$ cat config.mk
export PLATFORM = sky130hd
export DESIGN_NAME = led_matrix_scan_flat
export DESIGN_NICKNAME = d
export VERILOG_FILES = /design/src/rtl/led_matrix_scan_if.sv /design/src/rtl/led_matrix_scan.sv /design/src/flat_wrapper.sv
export SDC_FILE = /design/constraint.sdc
export NUM_CORES = 1
export LEC_CHECK = 0
export CORE_MARGIN = 10
export CORE_UTILIZATION = 45
export DETAILED_ROUTE_END_ITERATION = 7
export GPL_TIMING_DRIVEN = 0
export PLACE_DENSITY_LB_ADDON = 0.2
export SLEW_MARGIN = 20
export SYNTH_ARGS = -nofsm -noshare
export SYNTH_HDL_FRONTEND = slang
export SYNTH_SLANG_ARGS = --single-unit
$ cat constraint.sdc
create_clock -name sys_clk -period 4.65 [get_ports sys_clk]
set_clock_uncertainty 0.05 [all_clocks]
set_input_delay 0.93 -clock sys_clk [delete_from_list [all_inputs] [get_ports sys_clk]]
set_output_delay 0.93 -clock sys_clk [all_outputs]
set_load 0.005 [all_outputs]
$ cat src/rtl/led_matrix_scan_if.sv
// led_matrix_scan_if: frame-buffer write port, brightness control and LED drive outputs
interface led_matrix_scan_if #(
  parameter int ROWS = 9,
  parameter int COLS = 8,
  parameter int BRIGHT_W = 4
) ();
  logic                    wr_en;
  logic [$clog2(ROWS)-1:0] wr_row;
  logic [COLS-1:0]         wr_data;
  logic [BRIGHT_W-1:0]     bright;
  logic [COLS-1:0]         led_col;
  logic [ROWS-1:0]         led_row;
  logic                    frame_start;
  modport master (output wr_en, wr_row, wr_data, bright, input led_col, led_row, frame_start);
  modport slave  (input wr_en, wr_row, wr_data, bright, output led_col, led_row, frame_start);
endinterface

$ cat src/rtl/led_matrix_scan.sv
// led_matrix_scan: row-multiplexed LED matrix driver with frame buffer and PWM-style brightness
module led_matrix_scan #(
  parameter int ROWS = 9,
  parameter int COLS = 8,
  parameter int PERIOD = 27000,
  parameter int GAP = 500,
  parameter int BRIGHT_W = 4
) (
  input logic               sys_clk,
  input logic               rst,
  led_matrix_scan_if.slave  bus
);
  localparam int RW = $clog2(ROWS);
  localparam int CW = $clog2(PERIOD);
  localparam int ACTIVE = PERIOD - 2 * GAP;
  logic [CW-1:0]       counter;
  logic [RW-1:0]       row_index;
  logic [COLS-1:0]     frame_buf [ROWS];
  logic [COLS-1:0]     pat_l;
  logic [BRIGHT_W-1:0] bright_l;
  logic [ROWS-1:0]     led_row_q;
  logic [COLS-1:0]     led_col_q;
  logic [63:0]         lit_len;
  logic                lit;
  // full brightness bypasses the scaling so all-ones means the whole active window
  always_comb begin
    lit_len = &bright_l ? 64'(ACTIVE) : (64'(ACTIVE) * 64'(bright_l)) >> BRIGHT_W;
    lit = 64'(counter) >= 64'(GAP) && 64'(counter) < 64'(GAP) + lit_len;
  end
  always_ff @(posedge sys_clk) begin
    if (rst) begin
      counter <= '0;
      row_index <= '0;
      for (int i = 0; i < ROWS; i++) frame_buf[i] <= '0;
      pat_l <= '0;
      bright_l <= '0;
      led_row_q <= '0;
      led_col_q <= '0;
    end else begin
      counter <= counter == CW'(PERIOD - 1) ? '0 : counter + 1'b1;
      if (counter == CW'(PERIOD - 1))
        row_index <= row_index == RW'(ROWS - 1) ? '0 : row_index + 1'b1;
      if (counter == '0) begin
        pat_l <= frame_buf[row_index];
        bright_l <= bus.bright;
      end
      if (bus.wr_en && 32'(bus.wr_row) < ROWS)
        frame_buf[bus.wr_row] <= bus.wr_data;
      led_row_q <= lit ? ROWS'(1) << row_index : '0;
      led_col_q <= lit ? pat_l : '0;
    end
  end
  assign bus.led_row = led_row_q;
  assign bus.led_col = led_col_q;
  assign bus.frame_start = counter == '0 && row_index == '0;
endmodule
$ cat src/flat_wrapper.sv
// flat-port wrapper written by rule: the top's interface ports become plain ports
module led_matrix_scan_flat 
#(
  parameter int ROWS = 9,
  parameter int COLS = 8,
  parameter int PERIOD = 27000,
  parameter int GAP = 500,
  parameter int BRIGHT_W = 4
)
  (sys_clk, rst, bus_wr_en, bus_wr_row, bus_wr_data, bus_bright, bus_led_col, bus_led_row, bus_frame_start);
  led_matrix_scan_if #(.ROWS(ROWS), .COLS(COLS), .BRIGHT_W(BRIGHT_W)) bus_i ();
  input logic sys_clk;
  input logic rst;
  input wire logic [$bits(bus_i.wr_en)-1:0] bus_wr_en;
  input wire logic [$bits(bus_i.wr_row)-1:0] bus_wr_row;
  input wire logic [$bits(bus_i.wr_data)-1:0] bus_wr_data;
  input wire logic [$bits(bus_i.bright)-1:0] bus_bright;
  output wire logic [$bits(bus_i.led_col)-1:0] bus_led_col;
  output wire logic [$bits(bus_i.led_row)-1:0] bus_led_row;
  output wire logic [$bits(bus_i.frame_start)-1:0] bus_frame_start;
  assign bus_i.wr_en = bus_wr_en;
  assign bus_i.wr_row = bus_wr_row;
  assign bus_i.wr_data = bus_wr_data;
  assign bus_i.bright = bus_bright;
  assign bus_led_col = bus_i.led_col;
  assign bus_led_row = bus_i.led_row;
  assign bus_frame_start = bus_i.frame_start;
  led_matrix_scan #(.ROWS(ROWS), .COLS(COLS), .PERIOD(PERIOD), .GAP(GAP), .BRIGHT_W(BRIGHT_W)) u_core (.sys_clk(sys_clk), .rst(rst), .bus(bus_i));
endmodule
Word-level counts from Yosys, hierarchy flattened
Memory sizes are Yosys's and may differ from the RTL's. A register that Yosys moved wholly into a read port is not among the register bits.
Cells that the tools add are included.
{ "totals": {"in_bits": 19, "ramBits": 72, "out_inout_bits": 18, "regBits": 40, "elab_cells": 36, "mem_count": 1} }
{ "classes": {"muxes": 10, "n_eq_ne": 2, "n_reduce_logical": 9, "multipliers": 1, "order_cmp": 3, "bitwise": 1, "add_sub_neg": 3, "shift": 1} }
{ "memory_table": {"columns": ["memory", "depth", "width", "read_ports", "rd_clocked_by_memory_dff", "wr", "line", "text"], "rows": [
  ["u_core.frame_buf", 9, 8, 1, 1, 9, "led_matrix_scan.sv:18", "logic [COLS-1:0] frame_buf [ROWS];"]
]} }
{ "ops": {"columns": ["cell", "count"], "rows": [
  ["9-bit by 64-bit adder with 64-bit output (first input constant)", 1],
  ["15-bit by 64-bit < comparator with 1-bit output", 1],
  ["15-bit by 1-bit adder with 15-bit output (second input constant)", 1],
  ["15-bit == test (second input constant)", 1],
  ["15-bit by 9-bit greater-or-equal comparator with 1-bit output (second input constant)", 1],
  ["15-bit zero test", 1],
  ["11-bit by 4-bit multiplier with 15-bit output (first input constant)", 1],
  ["15-bit 2-to-1 mux", 1],
  ["1-bit by 4-bit left shift with 9-bit output (first input constant)", 1],
  ["4-bit 2-to-1 mux", 2],
  ["8-bit 2-to-1 mux", 1],
  ["8-bit OR reduction", 1],
  ["1-bit 2-to-1 mux", 6],
  ["4-bit by 1-bit adder with 4-bit output (second input constant)", 1],
  ["4-bit == test (second input constant)", 1],
  ["4-bit zero test", 1],
  ["4-bit < comparator (second input constant)", 1],
  ["4-bit AND reduction", 1],
  ["2-bit OR reduction", 2],
  ["1-bit logical AND", 3],
  ["1-bit NOT", 1]
]} }

Longest topological paths before layout
Gate-level depths: netlist (run 1).
{ "logic_depth": {"ltp_word": 7, "depth_mapped": 19, "depth_no_buf": 18} }

Least setup slack after synthesis (run 1)
OpenSTA, ideal clock, no wires.
{ "synth_path": {"path_type": "reg2reg", "start": "register u_core.bright_l[2]", "end": "register u_core.led_row_q[0], in the netlist u_core.bus.led_row[0]", "stages_incl_launch_ff": 20, "t_required_ns": 4.476, "t_arrival_ns": 3.989, "slack_ns": 0.486, "path_buffers": 1, "path_cell_list": "dfxtp_1 > inv_1 > ha_1 > inv_1 > fa_1 > ha_1 > nand3_1 > o221a_4 > xnor2_4 > and4_4 > a21oi_1 > a31o_2 > ha_1 > nand4_1 > nor2_1 > o21ai_0 > o31ai_1 > a211o_1 > buf_2 > a21oi_2"} }
{ "synth_between": {"elab_chain_len": 7, "elab_cells_between_ends": 8} }
{ "synth_lines": {"columns": ["item", "line", "text"], "rows": [
  ["start, declared", "led_matrix_scan.sv:20", "logic [BRIGHT_W-1:0] bright_l;"],
  ["start signal, assigned", "led_matrix_scan.sv:45", "bright_l <= bus.bright;"],
  ["11-bit by 4-bit multiplier with 15-bit output / 4-bit AND reduction (equally long branches)", "led_matrix_scan.sv:27", "lit_len = &bright_l ? 64'(ACTIVE) : (64'(ACTIVE) * 64'(bright_l)) >> BRIGHT_W;"],
  ["15-bit 2-to-1 mux (*)", "led_matrix_scan.sv:27", null],
  ["9-bit by 64-bit adder with 64-bit output (*)", "led_matrix_scan.sv:28", "lit = 64'(counter) >= 64'(GAP) && 64'(counter) < 64'(GAP) + lit_len;"],
  ["15-bit by 64-bit < comparator with 1-bit output (*)", "led_matrix_scan.sv:28", null],
  ["1-bit logical AND (*)", "led_matrix_scan.sv:28", null],
  ["1-bit NOT (no source line) (*)", null, null],
  ["2-bit OR reduction (no source line) (*)", null, null],
  ["end signal, assigned", "led_matrix_scan.sv:49", "led_row_q <= lit ? ROWS'(1) << row_index : '0;"],
  ["end, declared", "led_matrix_scan.sv:21", "logic [ROWS-1:0] led_row_q;"]
]} }
Every way passes the cells marked *; elsewhere a longest branch is shown, timed or not.
A chain may end at the register's enable or synchronous reset.

Worst setup path in the final report (run 1)
{ "layout_path": {"start": "register u_core.bright_l[1]", "end": "register u_core.led_row_q[8], in the netlist u_core.bus.led_row[8]"} }
The elaborated chain is that of the path after synthesis.

==> metrics.md, run 1 <==
| Metric | Value |
|---|---|
| WHS Endpoint | `u_core.counter[0]$_SDFF_PP0_` |
| DRT iter0 DRCs | `233` |
| Total gr overflow | `0` |
| F_max | `about 0.23 GHz` |
| Count of final hold-check violations | `0` |
| Pwr Total | `3.80 mW` |
| Average wire per standard cell | `approximately 17 um` |
| Slowest CP cell | `dfxtp_1` |
| Starting Density | `0.461` |
| HP Start | `u_core.counter[0]$_SDFF_PP0_` |
| Syn Area/Cell | `13.7 um2` |
| Post-DP HPWL | `13.0 mm` |
| CP Class | `flip-flop to flip-flop` |
| Number of flops mapped to enable cells by yosys | `128` |
| Cell Area, Synth | `8700 um2` |
| # diodes | `0` |
| Slowest stage delay, CP | `0.43 ns` |
| GRT Resource Usage Total | `0.140` |
| Chip Width | `159 um` |
| LEAKAGE | `about 3.8 nW` |
| Final ANT Viol Nets | `0` |
| Syn. warnings | `0` |
| Most common cell type on the critical path | `ha_1` |
| Main synth FF type | `edfxtp_1` |
| Initial antenna violation count | `0` |
| Core Util, Final | `0.546` |
| Slew @ Worst Pin | `0.974 ns` |
| Final-report setup violation count | `0` |
| Flops & latches, synth | `176` |
| Cells after Synth | `636` |
| Clock-pin slew on the worst setup and hold paths | `approximately 0.060 ns` |
| Area contributors post-synth | `edfxtp_1, dfxtp_1, mux4_2` |
| DRC Markers | `0` |
| Worst Hold Class | `flip-flop to flip-flop` |
| FF-to-FF path depth | `18` |
| Combinational power share | `0.122` |
| First-pass GRT wire length | `28.6 mm` |
| Area leader, netlist | `edfxtp_1` |
| Routed Wire Length | `between 15 and 20 mm` |
| WP data required | `4.94 ns` |
| RR Startpoint | `u_core.bright_l[1]$_SDFFE_PP0P_` |
| Ports | `37` |
| PD cells | `368 nW/um2` |
| Largest net degree at the start of global routing | `18` |
| Post-synth top area share | `0.442` |
| Fin crit share | `0.943` |
| Slew margin rel. | `0.346` |
| CTS Sinks | `176` |
| Arrival @ worst endpoint | `4.67 ns` |
| RD Place Congestion | `0.806` |
| Die footprint | `25300 um2` |
| Register area share after synthesis | `0.552` |
| Vias post-DR | `5300` |
| Clk pwr share | `0.402` |
| Number of port buffers | `36` |
| # nets final | `809` |
| DR pass1 iterations | `4` |
| CTS tree | `built` |
| Chip Height | `roughly 160 um` |
| CTS Buf Count | `17` |
| Vias in the first global route | `5364` |
| Worst Setup End Kind | `flip-flop` |
| Layout cells sized above 1 | `0.170` |
| Worst Hold Depth | `1` |
| Clock Latency Late Sink | `0.43 ns` |
| CTS max path bufs | `2` |
| # H-tree levels | `4` |
| Internal power | `2.91 mW` |
| CP Max Fanout | `8` |
| Final min period | `4.39 ns` |
| Crit path launch type | `flip-flop` |
| Max VDD drop | `approximately 0.27 mV` |
| Synth unique cells | `around 70` |
| Clock tree root driver cell | `clkbuf_16` |
| Drt via density | `between 5 and 6` |
| Area Growth Syn to Fin | `18.5%` |
| Number of max-cap violations | `0` |
| FP Rows | `50` |
| Async set-reset flop share out of synthesis | `0` |
| Worst Slack Setup Final | `0.263 ns` |
| Worst R2R End | `u_core.bus.led_row[8]$_SDFF_PP0_` |
| Status | `completed` |
| RSZ-0062 raised after global routing | `no` |
| Sw Share | `0.235` |
| R2r setup slk | `0.26 ns` |
| P_sw | `~0.9 mW` |
| Crit-path cells | `ha_1 -> ha_1 -> fa_1 -> buf_2 -> a31oi_1 -> xor2_1 -> buf_4 -> o2111a_1 -> nand4b_1 -> xnor2_1 -> nand2_1 -> ha_1 -> o21a_1 -> a21oi_1 -> o31ai_1 -> a211o_2 -> buf_4 -> a211oi_2` |
| Place WS | `-0.197 ns` |
| Seq pwr share | `0.476` |
| Core area | `between 15000 and 20000 um2` |
| Fill cells | `1607` |
| Max-slew violation total from the final report | `0` |
-- registers in the layout, indices dropped and copies added (netlist names) --
signal and flops:
u_core.bright_l 4, u_core.bus.led_col 8, u_core.bus.led_row 9, u_core.counter 15, u_core.frame_buf 128, u_core.pat_l 8, u_core.row_index 4
-- cell usage after synthesis, types with 7 or more instances --
| cell | n |
|---|---|
| nand2_1 | 34 |
| nor2_1 | 46 |
| dfxtp_1 | 48 |
| mux4_2 | 37 |
| or2_2 | 10 |
| a21oi_2 | 8 |
| xnor2_1 | 9 |
| nor2b_1 | 8 |
| nor3_1 | 8 |
| nand3_1 | 11 |
| and2_1 | 75 |
| o21ai_0 | 11 |
| a21oi_1 | 12 |
| a21boi_0 | 7 |
| inv_1 | 13 |
| mux2i_1 | 16 |
| ha_1 | 38 |
| edfxtp_1 | 128 |
| clkbuf_1 | 14 |
| xor2_1 | 12 |
-- cell type report --
type                            instances  area (um2)  area share
Inverter                               13        48.8     0.00473
Clock buffer                           22         518      0.0503
Multi-Input combinational cell        476        3910       0.380
Clock inverter                         10         139      0.0135
Sequential cell                       176        4810       0.467
Buffer                                 26         163      0.0158
Timing Repair Buffer                   40         390      0.0379
Tap cell                              260         325      0.0316
-- timing repair --
action / in CTS / in global routing
gates resized for setup: 2 / 5
hold buffers: 0 / 0
endpoints found under the setup margin: 11 / 17
gates cloned: 0 / 0
endpoints found under the hold margin: 0 / 0
buffers inserted: 2 / 2
pin swaps: 0 / 1
-- critical path: cells and delay by family, from the launching register on --
kind	cells	cell delay [ns]
buf+inv	3	0.50
compound gates	7	1.44
flops	1	0.43
xor+xnor	2	0.30
simple gates	2	0.24
fa+ha+maj	4	1.35
-- layer usage --
layer | track usage | routed length, um | vias to the layer above
met5 | 0 | 0 | -
met4 | 0.0430 | 231 | 0
met3 | 0.0349 | 732 | 19
met2 | 0.225 | 8240 | 112
met1 | 0.184 | 8320 | 2614
li1 | - | - | 2555
-- power by group through the flow --
stage / Combinational (mW) / Clock, mW / Sequential [mW]
2_1_floorplan: 0.335 / 0 / 1.83
3_5_place_dp: 0.450 / 0 / 1.84
3_3_place_gp: 0.437 / 0 / 1.84
4_1_cts: 0.458 / 1.56 / 1.81
5_1_grt: 0.514 / 1.62 / 1.82
6_report: 0.464 / 1.53 / 1.81
-- cell usage in the layout, fill, tap and decap left out, drive strengths merged, types with 17 or more instances in the layout --
cell           count
nand2             34
a21oi             22
nor2              47
edfxtp           128
mux4              40
and2              75
clkdlybuf4s50     36
ha                38
clkbuf            36
dfxtp             48
conb              56
inv               17
-- metrics by stage --
step	std cells	hold WS (ns)	area, um2	setup TNS (ns)
6_report	1023	0.419	10300	0
5_1_grt	1023	0.433	10300	0
3_5_place_dp	987	0.404	9600	-1.87
4_1_cts	1021	0.419	10300	0
2_1_floorplan	691	0.380	8910	0
3_3_place_gp	987	0.391	9590	-0.950
-- kinds of logic (layout without fill, tap and decap cells) --
logic type      after synthesis  count (layout)  synth area share
simple gates                223             223             0.143
flops                       176             176             0.552
compound gates               77              77            0.0712
mux                          58              58             0.126
fa+ha+maj                    40              40            0.0592
buf+inv                      39             111            0.0236
xor+xnor                     22              22            0.0243
other cells                   1              56          0.000431
-- worst max path at each step --
stage	from	to	slack [ns]	cells after the start
final	u_core.bright_l[1]$_SDFFE_PP0P_	u_core.bus.led_row[8]$_SDFF_PP0_	0.26	18
after global routing	u_core.bright_l[2]$_SDFFE_PP0P_	u_core.bus.led_row[0]$_SDFF_PP0_	0.0003	19
after CTS	u_core.bright_l[2]$_SDFFE_PP0P_	u_core.bus.led_col[6]$_SDFF_PP0_	0.02	19
after detailed placement	u_core.bright_l[2]$_SDFFE_PP0P_	u_core.bus.led_col[6]$_SDFF_PP0_	-0.20	19
after global placement	u_core.bright_l[2]$_SDFFE_PP0P_	u_core.bus.led_col[0]$_SDFF_PP0_	-0.1	18
after floorplan	u_core.bright_l[2]$_SDFFE_PP0P_	u_core.bus.led_row[0]$_SDFF_PP0_	0.49	19
Note: power is estimated with default switching activity, not from simulation.
==> run 2: changes to the inputs <==
--- a/config.mk
+++ b/config.mk
@@ -7,9 +7,10 @@
 export LEC_CHECK = 0
 export CORE_MARGIN = 10
 export CORE_UTILIZATION = 45
+export CTS_CLUSTER_SIZE = 8
 export DETAILED_ROUTE_END_ITERATION = 7
 export GPL_TIMING_DRIVEN = 0
-export PLACE_DENSITY_LB_ADDON = 0.2
+export PLACE_DENSITY = 0.62
 export SLEW_MARGIN = 20
 export SYNTH_ARGS = -nofsm -noshare
 export SYNTH_HDL_FRONTEND = slang
==> metrics.md, run 2 (synthesis gave the netlist of run 1 again) <==
| Metric | Value |
|---|---|
| Status | `completed` |
| Drt via density | `5.20 (+0.43%)` |
| WP data required | `4.96 ns (+0.02 ns)` |
| Vias post-DR | `5333 (+0.62%)` |
| Fill cells | `1574 (-2.1%)` |
| Most flop-heavy register | `u_core.frame_buf` |
| Chip Height | `159 um (unchanged)` |
| Multi-input gate area | `3930 um2 (+0.38%)` |
| Number of max-cap violations | `0 (unchanged)` |
| R2r setup slk | `0.28 ns (about the same)` |
| Clock tree root driver cell | `clkbuf_16` |
| Finished Layout Cells | `1025 (+0.20%)` |
| M2 GR Usage | `0.223 (-0.00190)` |
| Core area | `18900 um2 (unchanged)` |
| GRT Resource Usage Total | `0.143 (+0.00267)` |
| DRC Markers | `0 (unchanged)` |
| # nets final | `811 (+0.25%)` |
| Number of port buffers | `36 (unchanged)` |
| First-pass GRT wire length | `28.9 mm (+0.97%)` |
| CP Max Fanout | `8 (unchanged)` |
| Arrival @ worst endpoint | `4.68 ns (about the same)` |
| Most common cell after layout, fill and taps aside | `edfxtp_1` |
| Post-DP HPWL | `12.9 mm (-0.45%)` |
| Average wire per standard cell | `17.2 um (+0.16%)` |
| F_max | `0.229 GHz (+0.29%)` |
| DP Area | `9600 um2 (about the same)` |
| Final min period | `4.37 ns (-0.0125 ns)` |
| RSZ-0062 raised after global routing | `no` |
| Placed Cells | `988 (+0.10%)` |
| Clock-pin slew on the worst setup and hold paths | `0.07 ns (about the same)` |
| Max VDD drop | `0.253 mV (-6.4%)` |
| Crit path launch type | `flip-flop` |
| Final Cell Area | `10300 um2 (-0.23%)` |
| Initial antenna violation count | `0 (unchanged)` |
| DR pass1 iterations | `4 (unchanged)` |
| DRT iter0 DRCs | `300 (+29%)` |
| LEAKAGE | `3.78 nW (-0.22%)` |
| Area Growth Syn to Fin | `18.2%` |
| Worst Hold Class | `flip-flop to flip-flop` |
| CTS max path bufs | `2 (unchanged)` |
| Ports | `37 (unchanged)` |
| # H-tree levels | `4 (unchanged)` |
| Reg area | `4810 um2 (unchanged)` |
| Met3 usage | `0.0361 (+0.00129)` |
| Routed Wire Length | `17.6 mm (+0.36%)` |
| Worst Setup End Kind | `flip-flop` |
| Largest register FFs | `128 (unchanged)` |
| Total gr overflow | `0 (unchanged)` |
| PD cells | `362 nW/um2 (-1.9%)` |
| Final-report setup violation count | `0 (unchanged)` |
| RD Place Congestion | `0.822 (+2.0%)` |
| CP Class | `flip-flop to flip-flop` |
| Max-slew violation total from the final report | `0 (unchanged)` |
| # diodes | `0 (unchanged)` |
| CTS Buf Count | `17 (unchanged)` |
| GRT Max-Usage Layer | `met2` |
| Slew margin rel. | `0.287 (-0.0591)` |
| Final ANT Viol Nets | `0 (unchanged)` |
| Most frequent cells in the layout | `edfxtp_1, and2_1, conb_1` |
| Met1 usage | `0.193 (+0.00899)` |
| Starting Density | `0.461 (unchanged)` |
| Slew @ Worst Pin | `1.06 ns (+0.0880 ns)` |
| CTS Sinks | `176 (unchanged)` |
| Hold-fix buffers, CTS | `0 (unchanged)` |
| Clock Latency Late Sink | `0.43 ns (about the same)` |
| Die footprint | `25300 um2 (unchanged)` |
| Vias in the first global route | `5374 (+0.19%)` |
| Fin crit share | `0.941 (-0.00270)` |
| Chip Width | `159 um (unchanged)` |
| FP Rows | `50 (unchanged)` |
| Largest net degree at the start of global routing | `18 (unchanged)` |
| Hold WS | `0.417 ns (-0.00155 ns)` |
| Pwr Total | `3.72 mW (-2.1%)` |
| Layout cells sized above 1 | `0.175 (+0.00478)` |
| CTS tree | `built` |
| Setup tns final | `0 ns (unchanged)` |
| Count of final hold-check violations | `0 (unchanged)` |
## run 2: cell type report
| type | instances | area share |
|---|---|---|
| clock inverters | 13 | 0.0137 |
| inverters | 13 | 0.00475 |
| multi-input cells | 476 | 0.382 |
| flip-flops and latches | 176 | 0.468 |
| well taps | 260 | 0.0316 |
| clock buffers | 19 | 0.0451 |
| repair buffers | 42 | 0.0392 |
| plain buffers | 26 | 0.0158 |
## run 2: worst max-delay path, stage by stage, from the launching register on
cell and delay [ns]:
dfxtp_1 0.43, ha_1 0.27, ha_1 0.34, fa_1 0.40
buf_2 0.18, a31oi_1 0.21, xor2_1 0.17, buf_4 0.15
o2111a_1 0.22, nand4b_1 0.14, xnor2_1 0.13, nand2_1 0.09
ha_1 0.22, a211oi_1 0.19, o21ai_0 0.11, a21oi_1 0.17
o31ai_1 0.10, a211o_2 0.39, buf_4 0.17, a211oi_2 0.17
## run 2: final timing paths
path                                                      start                          endpoint  cells past startpoint
worst max-delay path            u_core.bright_l[1]$_SDFFE_PP0P_  u_core.bus.led_row[8]$_SDFF_PP0_                     19
worst min-delay path               u_core.pat_l[3]$_SDFFE_PP0P_  u_core.bus.led_col[3]$_SDFF_PP0_                      1
worst max register to register  u_core.bright_l[1]$_SDFFE_PP0P_  u_core.bus.led_row[8]$_SDFF_PP0_                     19
worst min register to register     u_core.pat_l[3]$_SDFFE_PP0P_  u_core.bus.led_col[3]$_SDFF_PP0_                      1
## run 2: per-layer routing
layer / routed length (um) / share of wire
met5: 0 / 0
met4: 163 / 0.0093
met3: 773 / 0.044
met2: 8230 / 0.47
met1: 8420 / 0.48
## run 2: power by group
group	switching [mW]	internal, mW	total, mW
Sequential	0.0324	1.77	1.81
Clock	0.633	0.806	1.44
Combinational	0.257	0.216	0.473
Total	0.923	2.80	3.72
## run 2: what timing repair did
item	4_1_cts	5_1_grt
gates cloned	0	0
pin swaps	1	1
gates resized for setup	2	7
endpoints found under the hold margin	0	0
setup endpoints to repair	17	17
setup buffers	2	3
## run 2: through the flow
| step | setup WS (ns) | util |
|---|---|---|
| after floorplan | 0.486 | - |
| after global routing | 0.00738 | 0.544 |
| after detailed placement | -0.217 | 0.508 |
| after CTS | 0.00867 | 0.541 |
| final | 0.276 | 0.544 |
| after global placement | -0.148 | 0.508 |
